File: src/rtl/regfile_seq_pkg.sv
// Shared definitions for the register-file sequencer.
//   - DEF_DW / DEF_AW / DEF_SCRATCH : default data width, address width and
//     scratch register used as the write target during operand fetch
//   - OP_* : command opcodes (10-15 are unassigned and execute as MOV)
//   - state_t : sequencer FSM states
package regfile_seq_pkg;

  localparam int DEF_DW      = 16;
  localparam int DEF_AW      = 4;
  localparam int DEF_SCRATCH = 15;

  localparam logic [3:0] OP_ADD = 4'd0;
  localparam logic [3:0] OP_SUB = 4'd1;
  localparam logic [3:0] OP_AND = 4'd2;
  localparam logic [3:0] OP_OR  = 4'd3;
  localparam logic [3:0] OP_XOR = 4'd4;
  localparam logic [3:0] OP_SHL = 4'd5;
  localparam logic [3:0] OP_SHR = 4'd6;
  localparam logic [3:0] OP_MOV = 4'd7;
  localparam logic [3:0] OP_LDI = 4'd8;
  localparam logic [3:0] OP_CLR = 4'd9;

  typedef enum logic [2:0] {
    S_IDLE  = 3'd0,
    S_FETCH = 3'd1,
    S_EXEC  = 3'd2,
    S_WB    = 3'd3,
    S_CLR   = 3'd4,
    S_DONE  = 3'd5
  } state_t;

endpackage

File: src/rtl/seq_alu.sv
// Combinational ALU for the register-file sequencer.
//   op : opcode (OP_ADD..OP_SHR, everything else passes a through)
//   a  : operand A (rs1)
//   b  : operand B (rs2); only b[3:0] is used as shift amount
//   y  : result, W bits, arithmetic wraps with no flags
module seq_alu
  import regfile_seq_pkg::*;
#(
  parameter int W = DEF_DW
) (
  input  logic [3:0]   op,
  input  logic [W-1:0] a,
  input  logic [W-1:0] b,
  output logic [W-1:0] y
);

  logic [3:0] shamt;
  assign shamt = b[3:0];

  always_comb begin
    y = a;
    case (op)
      OP_ADD:  y = a + b;
      OP_SUB:  y = a - b;
      OP_AND:  y = a & b;
      OP_OR:   y = a | b;
      OP_XOR:  y = a ^ b;
      OP_SHL:  y = a << shamt;
      OP_SHR:  y = a >> shamt;
      default: y = a;   // MOV and the unassigned opcodes
    endcase
  end

endmodule

File: src/rtl/regfile_sequencer.sv
// Command sequencer in front of a 2-read/1-write register file.
// Takes one command at a time (valid/ready), fetches operands through the
// regfile's Load edge, runs seq_alu, writes the result back and holds a
// response until it is accepted.
// Ports:
//   Clk, Clear                      clock, async active-high block reset
//   cmd_valid/cmd_ready             command handshake (ready only in IDLE)
//   cmd_op/rd/rs1/rs2/imm           command fields
//   rf_aaddr/baddr/caddr/c          regfile addresses and write data
//   rf_load, rf_clear_n             regfile Load (high) and Clear (low)
//   rf_a, rf_b                      regfile read data, valid after a Load edge
//   resp_valid/resp_ready           response handshake
//   resp_result, resp_rd            written value and destination
module regfile_sequencer
  import regfile_seq_pkg::*;
#(
  parameter int            DW           = DEF_DW,
  parameter int            AW           = DEF_AW,
  parameter logic [AW-1:0] SCRATCH_ADDR = AW'(DEF_SCRATCH)
) (
  input  logic          Clk,
  input  logic          Clear,
  input  logic          cmd_valid,
  output logic          cmd_ready,
  input  logic [3:0]    cmd_op,
  input  logic [AW-1:0] cmd_rd,
  input  logic [AW-1:0] cmd_rs1,
  input  logic [AW-1:0] cmd_rs2,
  input  logic [DW-1:0] cmd_imm,
  output logic [AW-1:0] rf_aaddr,
  output logic [AW-1:0] rf_baddr,
  output logic [AW-1:0] rf_caddr,
  output logic [DW-1:0] rf_c,
  output logic          rf_load,
  output logic          rf_clear_n,
  input  logic [DW-1:0] rf_a,
  input  logic [DW-1:0] rf_b,
  output logic          resp_valid,
  input  logic          resp_ready,
  output logic [DW-1:0] resp_result,
  output logic [AW-1:0] resp_rd
);

  state_t        state, state_nx;
  logic [3:0]    op_q;
  logic [AW-1:0] rd_q, rs1_q, rs2_q;
  logic [DW-1:0] res_q;
  logic [DW-1:0] alu_y;
  logic          accept;

  // Derived from state directly (not from cmd_ready) so the next-state
  // logic below has no loop back through its own outputs.
  assign accept = cmd_valid && (state == S_IDLE);

  seq_alu #(.W(DW)) u_alu (
    .op (op_q),
    .a  (rf_a),
    .b  (rf_b),
    .y  (alu_y)
  );

  always_ff @(posedge Clk or posedge Clear) begin
    if (Clear) state <= S_IDLE;
    else       state <= state_nx;
  end

  // Command fields and result. LDI's immediate goes straight into res_q so
  // WB always drives res_q; CLR reports rd=0 / result=0.
  always_ff @(posedge Clk or posedge Clear) begin
    if (Clear) begin
      op_q  <= '0;
      rd_q  <= '0;
      rs1_q <= '0;
      rs2_q <= '0;
      res_q <= '0;
    end else begin
      if (accept) begin
        op_q  <= cmd_op;
        rs1_q <= cmd_rs1;
        rs2_q <= cmd_rs2;
        rd_q  <= (cmd_op == OP_CLR) ? '0 : cmd_rd;
        res_q <= (cmd_op == OP_LDI) ? cmd_imm : '0;
      end
      if (state == S_EXEC) res_q <= alu_y;
    end
  end

  assign resp_result = res_q;
  assign resp_rd     = rd_q;

  always_comb begin
    state_nx   = state;
    cmd_ready  = 1'b0;
    rf_load    = 1'b0;
    rf_clear_n = 1'b1;
    rf_aaddr   = '0;
    rf_baddr   = '0;
    rf_caddr   = '0;
    rf_c       = '0;
    resp_valid = 1'b0;
    unique case (state)
      S_IDLE: begin
        cmd_ready = ~Clear;
        if (accept) begin
          if (cmd_op == OP_CLR)      state_nx = S_CLR;
          else if (cmd_op == OP_LDI) state_nx = S_WB;
          else                       state_nx = S_FETCH;
        end
      end
      // The Load edge that captures A/B also writes 0 into the scratch
      // register; the regfile always writes C on a Load edge.
      S_FETCH: begin
        rf_load  = 1'b1;
        rf_aaddr = rs1_q;
        rf_baddr = rs2_q;
        rf_caddr = SCRATCH_ADDR;
        state_nx = S_EXEC;
      end
      S_EXEC: state_nx = S_WB;
      S_WB: begin
        rf_load  = 1'b1;
        rf_caddr = rd_q;
        rf_c     = res_q;
        state_nx = S_DONE;
      end
      S_CLR: begin
        rf_clear_n = 1'b0;
        state_nx   = S_DONE;
      end
      S_DONE: begin
        resp_valid = 1'b1;
        if (resp_ready) state_nx = S_IDLE;
      end
      default: state_nx = S_IDLE;
    endcase
  end

endmodule

File: config.mk
export PLATFORM = sky130hd
export DESIGN_NAME = regfile_sequencer
export DESIGN_NICKNAME = d
export VERILOG_FILES = /design/src/rtl/regfile_seq_pkg.sv /design/src/rtl/seq_alu.sv /design/src/rtl/regfile_sequencer.sv
export SDC_FILE = /design/constraint.sdc
export NUM_CORES = 1
export LEC_CHECK = 0
export CAP_MARGIN = 20
export CORE_MARGIN = 10
export CORE_UTILIZATION = 50
export CTS_BUF_LIST = sky130_fd_sc_hd__clkbuf_4
export CTS_CLUSTER_SIZE = 10
export DETAILED_ROUTE_END_ITERATION = 10
export DONT_BUFFER_PORTS = 1
export PLACE_DENSITY_LB_ADDON = 0.25
export REMOVE_ABC_BUFFERS = 1
export SLEW_MARGIN = 5
export SYNTH_ARGS = -nofsm -noshare
export SYNTH_HDL_FRONTEND = slang
export SYNTH_SLANG_ARGS = --single-unit
File: constraint.sdc
create_clock -name Clk -period 3.7 [get_ports Clk]
set_input_delay 0.185 -clock Clk [delete_from_list [all_inputs] [get_ports Clk]]
set_output_delay 0.185 -clock Clk [all_outputs]
set_load 0.05 [all_outputs]
==> impl_metrics.json <==
{
  "drv_cap": 0,
  "internal-power_mw": 1.60,
  "fin_setup_tns_ns": 0,
  "powerDensity_nw_per_um2": 723,
  "seqPwrFrac_pct": 26.7,
  "hpwl_um": 16000,
  "totalPowerFinal_mw": 4.06,
  "r2r_slack_ns": 0.30,
  "ant_nets": 0,
  "comb_power_share_pct": 66.2,
  "clkTransAtPathRegs_ns": 0.14,
  "worst_pin_slew_ns": 1.10,
  "ctsRootBufferMaster": "clkbuf_4",
  "cp-end-kind": "flop",
  "hold_path_class": "input port to flop",
  "required_ns": 3.95,
  "n_fill_cell": 999,
  "grt_pass1_wl_um": 32700,
  "worst-r2r-cell-count": 12,
  "min_period_ns": 3.40,
  "die_w_um": 122,
  "crit_chain": "or3_1 -> nor2_2 -> a31oi_1 -> xnor2_1 -> ha_1 -> o211ai_1 -> a21o_1 -> a31oi_1 -> a21bo_2 -> a41oi_1 -> xnor2_1 -> o21ai_0",
  "arrival_ns": 3.65,
  "ys_warn_count": 0,
  "ys_seq_elements": 35,
  "ys_types": 65,
  "synth_common_cells": "nor2_1, a21oi_1, nand2_1, ha_1, o21ai_0",
  "overflow": 0,
  "clock_tree.buffer_depth": 2,
  "critPathLaunchType": "flop",
  "peakVddDrop_v": 0.000483,
  "r2r_end": "resp_result[15]",
  "clk_latency_ns": 0.36,
  "outcome": "finished clean",
  "grt_pass1_vias": 5502,
  "syn2layout_area_growth_pct": 7.81,
  "post-cts-setup-buffers": 0,
  "critPathKind": "flop to flop",
  "r2r_start": "op_q[1]",
  "skew_ns": 0.0261,
  "min_path_cells": 2,
  "p_clk_share_pct": 7.1,
  "finalMaxSlewViolations": 0,
  "gp_congestion": 1.02,
  "die-area_um2": 14900,
  "drtPass1Iterations": 7,
  "synth_top_area_share_pct": 16.8,
  "num_vias": 5498,
  "max_freq_mhz": 294,
  "finalHoldViolations": 0,
  "leakagePower_nw": 2.45,
  "grt.total_usage_pct": 27.9,
  "antenna_found_initial": 0,
  "final_area_um2": 5610,
  "drt_iter0_markers": 554,
  "synth_area_um2": 5210,
  "fin_ws_ns": 0.299,
  "critPathTopFamily": "compound AO/OA/AOI/OAI gates",
  "synth.area.top_cells": "dfrtp_1, ha_1, a21oi_1, mux4_2, nor2_1",
  "routed_wl_um": 21300,
  "yosysSeqAreaShare_pct": 16.8,
  "setup_violations": 0,
  "p_sw_share_pct": 60.6,
  "layout.cells.non_filler": 820,
  "placed_area_um2": 5350,
  "critPathMaxFanout": 5,
  "num_rows": 37,
  "start_util_pct": 50.9,
  "post-route-period-util_pct": 91.9,
  "cts_inserted_buffers": 5,
  "slowest_stage": "a31oi_1",
  "cts.sinks": 35,
  "synth_top_cell_by_area": "dfrtp_1",
  "grt_max_degree": 45,
  "avgSynthCellArea_um2": 7.64,
  "rsz0062_at_grt": "false",
  "final_layout_size_suffix_gt1_share_pct": 10.5,
  "drc": 0,
  "numPortBuffers": 0,
  "syn_inst": 682,
  "htree_levels": 2,
  "pin_count": 120,
  "worst-path-buf-inv": 0,
  "cpPeakStageDelay_ns": 0.45,
  "tritoncts": "built",
  "switchingPower_mw": 2.46,
  "synth-edff-count": 0,
  "holdPathEnd": "resp_result[10]",
  "die_h_um": 122,
  "pre_cts_ws_ns": 0.201,
  "worstHoldStart": "cmd_imm[10]",
  "async_flop_share_pct": 100,
  "wl_per_cell_um": 25.9,
  "dp.cells": 793,
  "relSlewSlack_pct": 27.1,
  "viasPerCell": 6.70,
  "core_um2": 10200,
  "yosysMostFrequentCell": "nor2_1",
  "ys.flop_type": "dfrtp_1",
  "nNetsFinal": 800
}
[worst max path at each step]
stage | start | to | slack (ns) | cells past startpoint
after floorplan | op_q[1] | resp_result[14] | 0.21 | 12
after global placement | op_q[1] | resp_result[14] | 0.24 | 12
after detailed placement | op_q[1] | resp_result[14] | 0.20 | 12
after CTS | op_q[1] | resp_result[14] | 0.19 | 12
after global routing | op_q[1] | resp_result[14] | 0.02 | 12
final | op_q[1] | resp_result[15] | 0.30 | 12
[worst reg2reg max path, stage by stage, from the launching register on]
cell      delay (ns)
dfrtp_1         0.39
or3_1           0.42
nor2_2          0.29
a31oi_1         0.10
xnor2_1         0.15
ha_1            0.36
o211ai_1        0.11
a21o_1          0.18
a31oi_1         0.45
a21bo_2         0.26
a41oi_1         0.15
xnor2_1         0.31
o21ai_0         0.14
[power by group through the flow]
stage	clock network, mW	registers, mW	logic [mW]
after floorplan	0	1.09	1.81
after global placement	0	1.08	2.57
after detailed placement	0	1.09	2.61
after CTS	0.299	1.08	2.64
after global routing	0.313	1.11	2.89
final	0.290	1.08	2.69
[metrics by stage]
step / util [%] / hold slack [ns]
floorplan: - / 0.318
global placement: 52.3 / 0.0341
detailed placement: 52.3 / 0.0485
CTS: 54.8 / 0.00696
global route: 54.8 / 0.00847
finish: 54.9 / 0.00786
[cell type report]
| type | instances | area [um^2] | share of cell area (%) |
|---|---|---|---|
| multi-input cells | 559 | 4000 | 71.2 |
| well taps | 136 | 170 | 3.03 |
| repair buffers | 36 | 315 | 5.62 |
| flip-flops and latches | 35 | 876 | 15.6 |
| clock buffers | 5 | 37.5 | 0.669 |
| clock inverters | 3 | 43.8 | 0.780 |
| inverters | 45 | 171 | 3.05 |
| diodes | 1 | 2.50 | 0.0446 |
[flip-flops by register name, summed over array words and instances (netlist names)]
name	cells
rs2_q	4
state	3
rs1_q	4
op_q	4
resp_rd	4
resp_result	16
[routing by layer]
layer | global-route usage, % | part of all wire (%) | vias to the layer above
li1 | - | - | 2503
met1 | 35.3 | 39 | 2575
met2 | 43.2 | 44 | 355
met3 | 7.59 | 12 | 65
met4 | 13.4 | 4.3 | 0
met5 | 0 | 0 | -
[placed cells by master, fill, tap and decap left out, types with 6 or more instances in the layout]
master / instances
nor2_1: 70
a21oi_1: 69
nand2_1: 62
ha_1: 49
o21ai_0: 43
inv_1: 42
dfrtp_1: 35
and3_1: 27
mux2_2: 21
dlygate4sd3_1: 18
buf_4: 18
xnor2_1: 17
a31oi_1: 16
mux4_2: 14
mux2i_1: 13
a211oi_1: 13
nand2b_1: 11
nor3_1: 9
xor2_1: 9
and2_1: 8
a221oi_1: 6
nand3_1: 6
o211ai_1: 6
[cells by family after synthesis]
family | after synthesis | share of synthesized area (%)
xor+xnor | 26 | 4.37
buf+inv | 88 | 6.92
mux | 48 | 13.1
flops | 35 | 16.8
fa+ha+maj | 50 | 12.2
compound gates | 213 | 26.2
simple gates | 222 | 20.4
[repair_timing]
item / in CTS / in global routing
hold buffers: 18 / 0
hold endpoints to repair: 24 / 0
resized for setup: 0 / 1
endpoints found under the setup margin: 0 / 2
Power figures use the tool's default switching activity.
